==> src/rtl/btle_tx_pkg.sv <==
// Shared BLE transmit definitions: scheduler FSM states, bit-period
// derivation and the data-whitening LFSR seed/tap constants.
package btle_tx_pkg;

  typedef enum logic [1:0] {
    ST_IDLE  = 2'd0,
    ST_FETCH = 2'd1,
    ST_SHIFT = 2'd2,
    ST_DRAIN = 2'd3
  } tx_state_e;

  // Whitening LFSR geometry: 7 stages, feedback XOR into stage 4.
  localparam int WHITEN_W       = 7;
  localparam int WHITEN_XOR_TAP = 4;

  // One bit lasts two symbols' worth of upsampler samples.
  function automatic int clk_per_bit(input int sample_per_symbol);
    return 2 * sample_per_symbol;
  endfunction

  // Seed: w[0] = 1, w[1..6] = channel_number[5..0] (bit-reversed channel).
  function automatic logic [WHITEN_W-1:0] whiten_seed(input logic [5:0] channel);
    logic [WHITEN_W-1:0] seed;
    seed[0] = 1'b1;
    for (int k = 1; k < WHITEN_W; k++) begin
      seed[k] = channel[6-k];
    end
    return seed;
  endfunction

endpackage

==> src/rtl/ble_whiten_lfsr.sv <==
// BLE data-whitening LFSR. Output bit is the top stage; each step shifts
// the register up by one with the top stage fed back into stage 0 and
// XORed into stage 4. A load overrides a step.
module ble_whiten_lfsr
  import btle_tx_pkg::*;
(
  input  logic                clk,
  input  logic                rst_n,
  input  logic                load,
  input  logic [WHITEN_W-1:0] seed,
  input  logic                step,
  output logic                out_bit
);

  logic [WHITEN_W-1:0] w_q;
  logic [WHITEN_W-1:0] w_d;

  // Next LFSR contents: seed on load, advance on step, otherwise hold.
  always_comb begin
    w_d = w_q;
    if (load) begin
      w_d = seed;
    end else if (step) begin
      for (int k = 1; k < WHITEN_W; k++) begin
        w_d[k] = w_q[k-1];
      end
      w_d[0]              = w_q[WHITEN_W-1];
      w_d[WHITEN_XOR_TAP] = w_q[WHITEN_XOR_TAP-1] ^ w_q[WHITEN_W-1];
    end
  end

  // LFSR register.
  always_ff @(posedge clk or negedge rst_n) begin
    if (!rst_n) begin
      w_q <= '0;
    end else begin
      w_q <= w_d;
    end
  end

  assign out_bit = w_q[WHITEN_W-1];

endmodule

==> src/rtl/tx_bit_scheduler.sv <==
// BLE transmit bit scheduler: accepts packet bytes through a one-byte
// prefetch register and emits one LSB-first bit every CLK_PER_BIT clocks
// toward the upsampler. Optional whitening is enabled by TX_WHITENING_EN.
module tx_bit_scheduler
  import btle_tx_pkg::*;
#(
  parameter int SAMPLE_PER_SYMBOL = 8
) (
  input  logic       clk,
  input  logic       rst_n,
  input  logic       start,
  input  logic [7:0] pdu_len,
  input  logic [5:0] channel_number,
  input  logic [7:0] byte_in,
  input  logic       byte_valid,
  output logic       byte_ready,
  output logic       phy_bit,
  output logic       bit_valid,
  output logic       bit_valid_last,
  output logic       busy,
  output logic       done,
  output logic       underrun
);

  localparam int CLK_PER_BIT = clk_per_bit(SAMPLE_PER_SYMBOL);
  localparam int CNT_W       = $clog2(CLK_PER_BIT);
  localparam logic [CNT_W-1:0] CNT_LAST = CNT_W'(CLK_PER_BIT - 1);

  tx_state_e  state_q, state_d;
  logic [CNT_W-1:0] cnt_q, cnt_d;          // clocks since the last bit (or since DRAIN entry)
  logic [7:0] rem_q, rem_d;                // bytes still to be transferred in
  logic [7:0] shreg_q, shreg_d;            // unsent bits of the current byte, LSB next
  logic [2:0] bits_left_q, bits_left_d;    // how many bits remain in shreg
  logic [7:0] pf_q, pf_d;                  // prefetch register
  logic       pf_valid_q, pf_valid_d;
  logic       phy_bit_q, phy_bit_d;
  logic       bit_valid_q, bit_valid_d;
  logic       last_q, last_d;
  logic       done_q, done_d;
  logic       underrun_q, underrun_d;

  logic       accept;      // start accepted with a non-empty packet
  logic       xfer;        // byte handshake this cycle
  logic       emit;        // a bit is launched at the coming edge
  logic       emit_data;   // unwhitened value of that bit
  logic       byte_ready_w;

  assign accept = (state_q == ST_IDLE) && start && (pdu_len != 8'd0);

  // Ready in FETCH, or in SHIFT while the prefetch slot is free and bytes remain.
  assign byte_ready_w = (state_q == ST_FETCH) ||
                        ((state_q == ST_SHIFT) && !pf_valid_q && (rem_q != 8'd0));
  assign xfer = byte_valid && byte_ready_w;

  // Next-state and datapath control for the scheduler FSM.
  always_comb begin
    state_d     = state_q;
    cnt_d       = cnt_q;
    rem_d       = rem_q;
    shreg_d     = shreg_q;
    bits_left_d = bits_left_q;
    pf_d        = pf_q;
    pf_valid_d  = pf_valid_q;
    last_d      = 1'b0;
    done_d      = 1'b0;
    underrun_d  = 1'b0;
    emit        = 1'b0;
    emit_data   = 1'b0;

    case (state_q)
      ST_IDLE: begin
        if (accept) begin
          state_d    = ST_FETCH;
          rem_d      = pdu_len;
          pf_valid_d = 1'b0;
        end else if (start) begin
          done_d = 1'b1;   // empty packet completes immediately
        end
      end

      ST_FETCH: begin
        if (xfer) begin
          state_d     = ST_SHIFT;
          rem_d       = rem_q - 8'd1;
          emit        = 1'b1;
          emit_data   = byte_in[0];
          shreg_d     = {1'b0, byte_in[7:1]};
          bits_left_d = 3'd7;
          cnt_d       = '0;
        end
      end

      ST_SHIFT: begin
        cnt_d = (cnt_q == CNT_LAST) ? '0 : cnt_q + 1'b1;
        if (xfer && (rem_q != 8'd0)) begin
          rem_d = rem_q - 8'd1;
        end
        if (cnt_q == CNT_LAST) begin
          if (bits_left_q != 3'd0) begin
            emit        = 1'b1;
            emit_data   = shreg_q[0];
            shreg_d     = {1'b0, shreg_q[7:1]};
            bits_left_d = bits_left_q - 3'd1;
            if (bits_left_q == 3'd1 && rem_q == 8'd0 && !pf_valid_q) begin
              last_d  = 1'b1;
              state_d = ST_DRAIN;
            end
            if (xfer) begin
              pf_d       = byte_in;
              pf_valid_d = 1'b1;
            end
          end else if (pf_valid_q) begin
            emit        = 1'b1;
            emit_data   = pf_q[0];
            shreg_d     = {1'b0, pf_q[7:1]};
            bits_left_d = 3'd7;
            pf_valid_d  = 1'b0;
          end else if (xfer) begin
            // A byte arriving on the boundary itself satisfies it directly.
            emit        = 1'b1;
            emit_data   = byte_in[0];
            shreg_d     = {1'b0, byte_in[7:1]};
            bits_left_d = 3'd7;
          end else begin
            underrun_d = 1'b1;
            state_d    = ST_IDLE;
            rem_d      = 8'd0;
            pf_valid_d = 1'b0;
          end
        end else if (xfer) begin
          pf_d       = byte_in;
          pf_valid_d = 1'b1;
        end
      end

      ST_DRAIN: begin
        cnt_d = (cnt_q == CNT_LAST) ? '0 : cnt_q + 1'b1;
        if (cnt_q == CNT_LAST) begin
          state_d = ST_IDLE;
          done_d  = 1'b1;
        end
      end

      default: begin
        state_d = ST_IDLE;
      end
    endcase
  end

  assign bit_valid_d = emit;

`ifdef TX_WHITENING_EN
  logic whiten_bit;

  ble_whiten_lfsr u_whiten (
    .clk     (clk),
    .rst_n   (rst_n),
    .load    (accept),
    .seed    (whiten_seed(channel_number)),
    .step    (emit),
    .out_bit (whiten_bit)
  );

  // The emitted bit is whitened; otherwise phy_bit holds its value.
  always_comb begin
    phy_bit_d = emit ? (emit_data ^ whiten_bit) : phy_bit_q;
  end
`else
  logic unused_channel;
  assign unused_channel = ^channel_number;

  // The emitted bit goes out as-is; otherwise phy_bit holds its value.
  always_comb begin
    phy_bit_d = emit ? emit_data : phy_bit_q;
  end
`endif

  // State, counters and registered outputs.
  always_ff @(posedge clk or negedge rst_n) begin
    if (!rst_n) begin
      state_q     <= ST_IDLE;
      cnt_q       <= '0;
      rem_q       <= 8'd0;
      shreg_q     <= 8'd0;
      bits_left_q <= 3'd0;
      pf_q        <= 8'd0;
      pf_valid_q  <= 1'b0;
      phy_bit_q   <= 1'b0;
      bit_valid_q <= 1'b0;
      last_q      <= 1'b0;
      done_q      <= 1'b0;
      underrun_q  <= 1'b0;
    end else begin
      state_q     <= state_d;
      cnt_q       <= cnt_d;
      rem_q       <= rem_d;
      shreg_q     <= shreg_d;
      bits_left_q <= bits_left_d;
      pf_q        <= pf_d;
      pf_valid_q  <= pf_valid_d;
      phy_bit_q   <= phy_bit_d;
      bit_valid_q <= bit_valid_d;
      last_q      <= last_d;
      done_q      <= done_d;
      underrun_q  <= underrun_d;
    end
  end

  assign byte_ready     = byte_ready_w;
  assign phy_bit        = phy_bit_q;
  assign bit_valid      = bit_valid_q;
  assign bit_valid_last = last_q;
  assign busy           = (state_q != ST_IDLE);
  assign done           = done_q;
  assign underrun       = underrun_q;

endmodule

==> config.mk <==
export PLATFORM = sky130hd
export DESIGN_NAME = tx_bit_scheduler
export DESIGN_NICKNAME = d
export VERILOG_FILES = /design/src/rtl/btle_tx_pkg.sv /design/src/rtl/ble_whiten_lfsr.sv /design/src/rtl/tx_bit_scheduler.sv
export SDC_FILE = /design/constraint.sdc
export NUM_CORES = 1
export LEC_CHECK = 0
export CAP_MARGIN = 15
export CORE_ASPECT_RATIO = 1.4
export CORE_MARGIN = 2
export CORE_UTILIZATION = 56
export CTS_BUF_LIST = sky130_fd_sc_hd__clkbuf_4 sky130_fd_sc_hd__clkbuf_8 sky130_fd_sc_hd__clkbuf_16
export DETAILED_ROUTE_END_ITERATION = 7
export GPL_TIMING_DRIVEN = 1
export HOLD_SLACK_MARGIN = 0.05
export PLACE_DENSITY = 0.79
export SLEW_MARGIN = 5
export SYNTH_ARGS = -nofsm -noshare
export SYNTH_HDL_FRONTEND = slang
export SYNTH_HIERARCHICAL = 1
export SYNTH_SLANG_ARGS = --single-unit
==> constraint.sdc <==
create_clock -name clk -period 2.85 [get_ports clk]
set_clock_uncertainty 0.15 [all_clocks]
set_input_delay 0.57 -clock clk [delete_from_list [all_inputs] [get_ports clk]]
set_output_delay 0.57 -clock clk [all_outputs]
set_load 0.05 [all_outputs]
* After elaboration in Yosys (flattened, before gate mapping)
Index checks and enable logic that the tools add are counted.
** Storage, ports and cells
- Bits in registers :: 39
- Input port bits :: 26
- Output and inout bits :: 7
- Logic and storage cells :: 116
** Cells by class
- Add/subtract/negate cells :: 3
- Equality and inequality tests :: 13
- Multiplexer cells :: 61
- Reduce and logical (&&, ||, !) cells :: 27
** Operators by type and width (number)
- $mux W8 :: 14
- $mux W1 :: 24
- $pmux W8 S3 :: 1
- $mux W2 :: 8
- $pmux W8 S2 :: 1
- $reduce_bool A8 Y1 :: 2
- $mux W3 :: 4
- $ne A3 B2 Y1 const B :: 3
- $logic_and A1 B1 Y1 :: 8
- $logic_not A8 Y1 :: 1
- $mux W4 :: 2
- $pmux W1 S2 :: 4
- $pmux W2 S4 :: 1
- $pmux W4 S2 :: 1
- $reduce_and A2 Y1 :: 4
- $reduce_bool A2 Y1 :: 4
- $sub A8 B1 Y8 const B :: 1
- $reduce_and A7 Y1 :: 1
- $ne A2 B2 Y1 const B :: 3
- $pmux W3 S2 :: 1
- $reduce_bool A3 Y1 :: 2
- $add A4 B1 Y4 const B :: 1
- $eq A2 B2 Y1 const B :: 2
- $eq A4 B4 Y1 const B :: 1
- other kinds (9) :: 10

* Depth between registers and ports, before layout
Gate-level depths: netlist of the first run.
- Depth in word-level cells :: 12
- Depth in mapped cells :: 9
- Depth with buffers taken out :: 7

* Worst setup path after synthesis of the first run
No wires, ideal clock.
- Kind :: reg2reg
- Start point :: register rem_q[0]
- End point :: register state_q[1]
- Library setup time :: 0.125 ns
- Data arrival time :: 2.220 ns
- Required time :: 2.575 ns
- Slack :: 0.355 ns
- Stages on the path, launching flop included :: 9
- Buffers on the path :: 1
- Clock period less this slack :: 2.495 ns
- Cells stage by stage :: dfrtp_1 -> inv_1 -> ha_1 -> or4b_4 -> or3_1 -> buf_6 -> a211oi_4 -> o211ai_2 -> a2bb2oi_1
** On the way
- Word-level cells in the longest chain between the ends :: 6
- Elaborated cells on any way between the ends :: 11
- Those cells by class :: eq/ne: 3; reduce/logical: 8
** Ends and longest elaborated chain
- from (decl) :: RTL line tx_bit_scheduler.sv:31 : logic [7:0] rem_q, rem_d;
- from (signal assigned) :: RTL line tx_bit_scheduler.sv:196 : rem_q <= rem_d;
- $reduce_bool A8 Y1 :: RTL line tx_bit_scheduler.sv:52 : ((state_q == ST_SHIFT) && !pf_valid_q && (rem_q != 8'd0));
- $logic_and A1 B1 Y1 :: RTL line tx_bit_scheduler.sv:52
- $logic_or A1 B1 Y1 :: RTL line tx_bit_scheduler.sv:51 : assign byte_ready_w = (state_q == ST_FETCH) ||
- $logic_and A1 B1 Y1 :: RTL line tx_bit_scheduler.sv:53 : assign xfer = byte_valid && byte_ready_w;
- $ne A3 B2 Y1 (no source line) or $ne A2 B2 Y1 (tied branches)
- $reduce_and A7 Y1 (no source line) *
- to (signal assigned) :: RTL line tx_bit_scheduler.sv:194 : state_q <= state_d;
- to (decl) :: RTL line tx_bit_scheduler.sv:29 : tx_state_e state_q, state_d;
Every way passes the cells marked *; elsewhere a longest branch is shown, timed or not.
A chain may end at the register's enable or synchronous reset.

* Final worst setup path of the first run
- Start point :: register rem_q[1]
- End point :: output port byte_ready
** On the way
- Word-level cells in the longest chain between the ends :: 3
** Ends and longest elaborated chain
- $reduce_bool A8 Y1 :: RTL line tx_bit_scheduler.sv:52
- $logic_and A1 B1 Y1 :: RTL line tx_bit_scheduler.sv:52
- $logic_or A1 B1 Y1 :: RTL line tx_bit_scheduler.sv:51
- to (decl) :: RTL line tx_bit_scheduler.sv:16 : output logic byte_ready,
Every way passes these cells.

==> results of run 1 <==
## metrics by stage
| stage | area [um^2] | total power, mW |
|---|---|---|
| 2_1_floorplan | 2600 | 2.31 |
| 3_3_place_gp | 3000 | 2.87 |
| 3_5_place_dp | 3000 | 2.93 |
| 4_1_cts | 3130 | 3.43 |
| 5_1_grt | 3130 | 3.69 |
| 6_report | 3130 | 3.45 |
## routing by layer
metal | track usage, % | wire, um | vias up
li1 | - | - | 1181
met4 | 9.86 | 218 | 0
met1 | 32.5 | 2710 | 1177
met5 | 0 | 0 | -
met2 | 46.8 | 3450 | 59
met3 | 3.85 | 236 | 17
## layout by cell type, fill, tap and decap left out, types with 4 or more instances in the layout
cell,n
buf_4,18
nand2_1,22
mux2_2,9
a21oi_1,11
a21o_1,4
and3_1,7
clkdlybuf4s50_1,24
o21ai_0,34
nor3_1,9
o2111ai_1,4
nor2b_1,5
a32oi_1,5
ha_1,10
clkbuf_8,6
a211oi_1,4
dfrtp_1,39
nand3_1,8
inv_1,12
a22oi_1,4
nor2_1,20
o211ai_1,4
o221ai_1,4
## how the worst min path moves through the flow
stage | slack (ns) | end
floorplan | 0.12 | bit_valid
global placement | 0.31 | shreg_q[5]
detailed placement | 0.34 | shreg_q[3]
CTS | 0.27 | pf_valid_q
global route | 0.33 | pf_q[5]
finish | 0.25 | cnt_q[2]
## critical path: stages (launching register included)
cell      delay [ns]
dfrtp_1         0.38
inv_1           0.10
ha_1            0.20
or4b_4          0.51
nand2b_4        0.19
a21o_1          0.23
buf_12          0.15
## what timing repair did
item,4_1_cts,5_1_grt
setup buffers,0,1
gates resized for setup,2,1
setup endpoints to repair,1,3
## logic make-up (layout without fill, tap and decap cells)
| kind of cell | count (synthesis) | count (layout) | share of synthesized area [%] |
|---|---|---|---|
| adder cells (fa/ha/maj) | 10 | 10 | 4.81 |
| multiplexers | 10 | 10 | 4.29 |
| AO/OA/AOI/OAI | 107 | 107 | 28.7 |
| AND/OR/NAND/NOR | 96 | 96 | 19.5 |
| XOR/XNOR | 2 | 2 | 0.674 |
| flip-flops | 39 | 39 | 37.6 |
| buffers and inverters | 29 | 65 | 4.53 |
## Yosys cell counts (all sizes together), types with 3 or more instances
| cell | n |
|---|---|
| a211oi | 5 |
| a21boi | 3 |
| a21o | 4 |
| a21oi | 11 |
| a22oi | 4 |
| a31oi | 3 |
| a32oi | 5 |
| and2 | 3 |
| and3 | 7 |
| clkbuf | 14 |
| dfrtp | 39 |
| ha | 10 |
| inv | 13 |
| mux2 | 9 |
| nand2 | 22 |
| nand2b | 3 |
| nand3 | 8 |
| nor2 | 20 |
| nor2b | 5 |
| nor3 | 10 |
| nor3b | 3 |
| o2111ai | 4 |
| o211ai | 5 |
| o21a | 3 |
| o21ai | 34 |
| o221ai | 4 |
| o22ai | 3 |
| o2bb2ai | 3 |
| or3 | 3 |
| or4 | 3 |
## flip-flops by register name, indices dropped and copies added, names as in the netlist
signal / flops
done: 1
phy_bit: 1
shreg_q: 8
state_q: 2
pf_q: 8
bit_valid_last: 1
bits_left_q: 3
pf_valid_q: 1
bit_valid: 1
cnt_q: 4
underrun: 1
rem_q: 8
## area by class of cell
cell class,count,share of cell area (%)
clock buffer,6,2.64
clock inverter,2,1.12
inverter,13,1.56
multi-input combinational,225,48.3
sequential,39,31.2
tap,62,2.48
timing repair buffer,44,12.8
## power by group
group / switching, mW / leakage (nW) / internal [mW]
sequential: 0.175 / 0.483 / 0.764
combinational: 1.17 / 0.756 / 0.854
clock: 0.198 / 0.0612 / 0.283
total: 1.55 / 1.30 / 1.90
==> reports/metrics.yaml, run 1 <==
synth_top_area_cell: "dfrtp_1"
synth_flop_cell: "dfrtp_1"
final-seq-area_um2: 976
ys_seq_area_share_pct: 37.6
num_io_pins: 33
synth_cell_types: 57
p_per_area_nw_per_um2: 1100
clk_latency_ns: 0.29
drc: 0
tightest_slew_ns: 0.888
dr.pass1.iters: 4
die_h_um: 84.6
r2r-end: "rem_q[1]"
grt_pass1_vias: 2299
async_flop_share_pct: 100
drv_cap: 0
max_freq_ghz: 0.362
p_leak_nw: 1.30
multi_input_area_um2: 1510
routedWlPerCell_um: 16.9
synth-seq-cells: 39
final_cells: 391
yosys_warnings: 6
fin_crit_ns: 2.76
cts-htree-levels: 2
routed_wl_mm: 6.61
layout.nets: 364
hold_viol: 0
crit_path_start_kind: "flop"
cts.sinks: 39
netlist_area_um2: 2600
worstPathRequired_ns: 2.13
die-width_um: 61.6
num_vias: 2434
rsz0062_at_grt: "no"
post-route-util_pct: 69.6
antenna_found_initial: 0
reg2reg_from: "rem_q[1]"
layout-drive-gt1-share_pct: 14.3
fillers: 380
n_antenna_cell: 0
detail_route.vias_per_cell: 6.23
cts.path.max_buffers: 2
dp_hpwl_mm: 4.93
gr-total-overflow: 0
area_growth_pct: 20.6
timing.final.crit_share_pct: 97.0
synthCells: 293
hold-worst-slack_ns: 0.247
clk_pin_slew_ns: 0.07
tns_ns: 0
critPathKind: "reg2out"
place_inst: 382
drt_iter0_drc: 140
cp-end-kind: "primary output"
maxSlewHeadroom_pct: 40.8
pre_cts_ws_ns: 0.0118
ys_top_cells_by_area: "dfrtp_1 38%, o21ai_0 6.5%, ha_1 4.8%"
worstPathArrival_ns: 2.04
reg2reg_depth: 8
initial_core_util_pct: 57.8
synth-edff-count: 0
die_area_um2: 5210
drv_slew: 0
gp_congestion: 0.947
port_buffers: 26
endpoint: "byte_ready"
crit_start: "rem_q[1]"
drtAntennaViolNets: 0
peakVddDrop_v: 0.000769
cts_tree: "built"
crit_fanout: 5
outcome: "completed"
cts_made_buffers: 5
synth_top_area_share_pct: 37.6
rows: 29
setup_viol: 0
grt_use_total_pct: 27.0
grt_max_degree: 40
hold_class: "in2async"
setup_ws_ns: 0.0867
syn_nets: 329
core_um2: 4500
postCtsHoldBufs: 0
reg2reg_slack_ns: 0.12
root_buffer: "clkbuf_8"
avgSynthCellArea_um2: 8.87
grt_pass1_wl_mm: 10.7
Note: power is estimated with default switching activity, not from simulation.
==> run 2, diff against run 1 <==
--- a/config.mk
+++ b/config.mk
@@ -5,15 +5,17 @@
 export SDC_FILE = /design/constraint.sdc
 export NUM_CORES = 1
 export LEC_CHECK = 0
+export ABC_AREA = 1
 export CAP_MARGIN = 15
 export CORE_ASPECT_RATIO = 1.4
 export CORE_MARGIN = 2
 export CORE_UTILIZATION = 56
 export CTS_BUF_LIST = sky130_fd_sc_hd__clkbuf_4 sky130_fd_sc_hd__clkbuf_8 sky130_fd_sc_hd__clkbuf_16
 export DETAILED_ROUTE_END_ITERATION = 7
+export GPL_ROUTABILITY_DRIVEN = 0
 export GPL_TIMING_DRIVEN = 1
 export HOLD_SLACK_MARGIN = 0.05
-export PLACE_DENSITY = 0.79
+export PLACE_DENSITY = 0.78
 export SLEW_MARGIN = 5
 export SYNTH_ARGS = -nofsm -noshare
 export SYNTH_HDL_FRONTEND = slang
==> reports/metrics.yaml, run 2 <==
outcome: "completed"  # unchanged
max_stage_delay_ns: 0.45  # was 0.51 ns
rsz0062_at_grt: "no"  # unchanged
switchingPower_mw: 1.69  # was 1.55 mW
synth_cell_types: 34  # was 57
grt_pass1_vias: 2492  # was 2299
hold_viol: 0  # unchanged
routedWlPerCell_um: 12.9  # was 16.9 um
clkPwrFrac_pct: 11.5  # was 14.0%
port_buffers: 26  # unchanged
power_mw: 3.39  # was 3.45 mW
grt_use_total_pct: 26.2  # was 27.0%
avgSynthCellArea_um2: 6.73  # was 8.87 um^2
reg.largest.list: "pf_q (8), rem_q (8), shreg_q (8)"  # unchanged
crit_fanout: 6  # was 5
worstPathRequired_ns: 2.13  # about the same
initial_core_util_pct: 58.7  # was 57.8%
synth_top_area_share_pct: 36.1  # was 37.6%
syn_nets: 438  # was 329
setup_ws_ns: 0.463  # was 0.0867 ns
final_cells: 496  # was 391
num_vias: 2590  # was 2434
drv_cap: 0  # unchanged
p_leak_nw: 1.68  # was 1.30 nW
synth_flop_cell: "dfrtp_1"  # unchanged
fin_crit_ns: 2.39  # was 2.76 ns
netlist_area_um2: 2710  # was 2600 um^2
p_per_area_nw_per_um2: 1080  # was 1100 nW/um^2
drt_iter0_drc: 86  # was 140
cts_tree: "built"  # unchanged
async_flop_share_pct: 100  # unchanged
dp_hpwl_mm: 4.77  # was 4.93 mm
cts_made_buffers: 5  # unchanged
drc: 0  # unchanged
detail_route.vias_per_cell: 5.22  # was 6.23
fillers: 435  # was 380
hold_class: "in2async"  # unchanged
cp-end-kind: "primary output"  # unchanged
layout-drive-gt1-share_pct: 10.1  # was 14.3%
critPathKind: "reg2out"  # unchanged
max_freq_ghz: 0.419  # was 0.362 GHz
ys_seq_area_share_pct: 36.1  # was 37.6%
layout.nets: 470  # was 364
root_buffer: "clkbuf_8"  # unchanged
sequentialPowerShare_pct: 27.1  # was 27.2%
routed_wl_mm: 6.39  # was 6.61 mm
comb_power_share_pct: 61.4  # was 58.8%
p_int_mw: 1.70  # was 1.90 mW
synth-edff-count: 0  # unchanged
maxSlewHeadroom_pct: 41.1  # was 40.8%
cts_setup_buffers: 0  # unchanged
die_area_um2: 5410  # was 5210 um^2
layout_common_cells: "132 x nand2_1, 52 x inv_1, 44 x nor2_1"  # was 39 x dfrtp_1, 34 x o21ai_0, 24 x clkdlybuf4s50_1
gr-total-overflow: 0  # unchanged
pre_cts_ws_ns: 0.459  # was 0.0118 ns
drtAntennaViolNets: 0  # unchanged
clk_pin_slew_ns: 0.08  # was 0.07 ns
area_growth_pct: 16.0  # was 20.6%
peakVddDrop_v: 0.000691  # was 0.000769 V
cts.path.max_buffers: 2  # unchanged
swShare_pct: 49.9  # was 44.9%
synth_top_area_cell: "dfrtp_1"  # unchanged
yosys_warnings: 6  # unchanged
cts.sinks: 39  # unchanged
final_common_cell: "nand2_1"  # was dfrtp_1
slowest_stage: "dfrtp_1"  # was or4b_4
die-width_um: 62.8  # was 61.6 um
synth-seq-cells: 39  # unchanged
tns_ns: 0  # unchanged
reg2reg_depth: 11  # was 8
n_antenna_cell: 0  # unchanged
cts-htree-levels: 2  # unchanged
crit_top_cell: "inv_1"
worstPathArrival_ns: 1.67  # was 2.04 ns
ys_top_cells_by_area: "dfrtp_1 36%, nand2_1 18%, inv_1 7.2%"  # was dfrtp_1 38%, o21ai_0 6.5%, ha_1 4.8%
clk_latency_ns: 0.30  # was 0.29 ns
die_h_um: 86.3  # was 84.6 um
rows: 29  # unchanged
core_um2: 4610  # was 4500 um^2
post-route-util_pct: 68.1  # was 69.6%
setup_viol: 0  # unchanged
synthCells: 402  # was 293
synth.most_common_cell: "nand2_1"  # was dfrtp_1
tightest_slew_ns: 0.884  # was 0.888 ns
num_io_pins: 33  # unchanged
crit_chain: "inv_1, ha_1, inv_1, dlymetal6s2s_1"  # was inv_1, ha_1, or4b_4, nand2b_4, a21o_1, buf_12
drv_slew: 0  # unchanged
grt_max_degree: 40  # unchanged
timing.final.crit_share_pct: 83.7  # was 97.0%
grt_pass1_wl_mm: 11.2  # was 10.7 mm
crit_path_start_kind: "flop"  # unchanged
place_inst: 489  # was 382
antenna_found_initial: 0  # unchanged
synthTopCellsByCount: "132 x nand2_1, 52 x inv_1, 44 x nor2_1"  # was 39 x dfrtp_1, 34 x o21ai_0, 22 x nand2_1
dr.pass1.iters: 4  # unchanged
run 2: metal layers:
layer / wire length, um / up-vias / track usage [%]
li1: - / 1319 / -
met1: 2620 / 1203 / 30.1
met2: 3390 / 52 / 49.9
met3: 237 / 16 / 3.12
met4: 145 / 0 / 9.49
met5: 0 / - / 0
run 2: worst paths after layout:
check / startpoint / endpoint / slack [ns]
max: state_q[1] / busy / 0.46
min: rst_n / pf_q[3] / 0.24
max reg2reg: state_q[1] / rem_q[4] / 0.65
min reg2reg: pf_q[1] / pf_q[1] / 0.32
max in group asynchronous: rst_n / shreg_q[4] / 1.76
min in group clk: pf_q[1] / pf_q[1] / 0.32
run 2: power by group through the flow:
stage                     Combinational, mW  Sequential (mW)  Clock [mW]
after global placement                 2.02            0.917           0
after global routing                   2.38            0.945       0.413
final                                  2.08            0.917       0.391
after CTS                              2.09            0.915       0.395
after floorplan                        1.55            0.936           0
after detailed placement               2.07            0.925           0
run 2: critical path, delay by kind of cell, from the launching register on:
kind,cells,cell delay (ns)
buffers and inverters,3,0.66
flip-flops,1,0.45
adder cells (fa/ha/maj),1,0.26
run 2: layout make-up:
class | count | area [um^2] | area share, %
Clock buffer | 6 | 82.6 | 2.63
Tap cell | 62 | 77.6 | 2.47
Inverter | 58 | 218 | 6.94
Multi-Input combinational cell | 297 | 1460 | 46.5
Clock inverter | 1 | 5.00 | 0.159
Sequential cell | 39 | 976 | 31.1
Timing Repair Buffer | 33 | 320 | 10.2
run 2: what timing repair did:
item                                    in CTS  in global routing
gates resized for setup                      0                  1
hold buffers                                 0                  0
endpoints found under the setup margin       0                  1
run 2: logic make-up after synthesis:
kind of cell	count (synthesis)	synth area share, %
XOR/XNOR	5	1.62
flip-flops	39	36.1
AND/OR/NAND/NOR	226	35.6
adder cells (fa/ha/maj)	10	4.62
AO/OA/AOI/OAI	56	12.1
buffers and inverters	66	10.0
run 2: metrics by stage:
stage,hold slack (ns),cell area (um^2)
CTS,0.285,3140
global route,0.328,3140
floorplan,0.124,2710
detailed placement,0.309,3050
finish,0.236,3140
global placement,0.300,3050
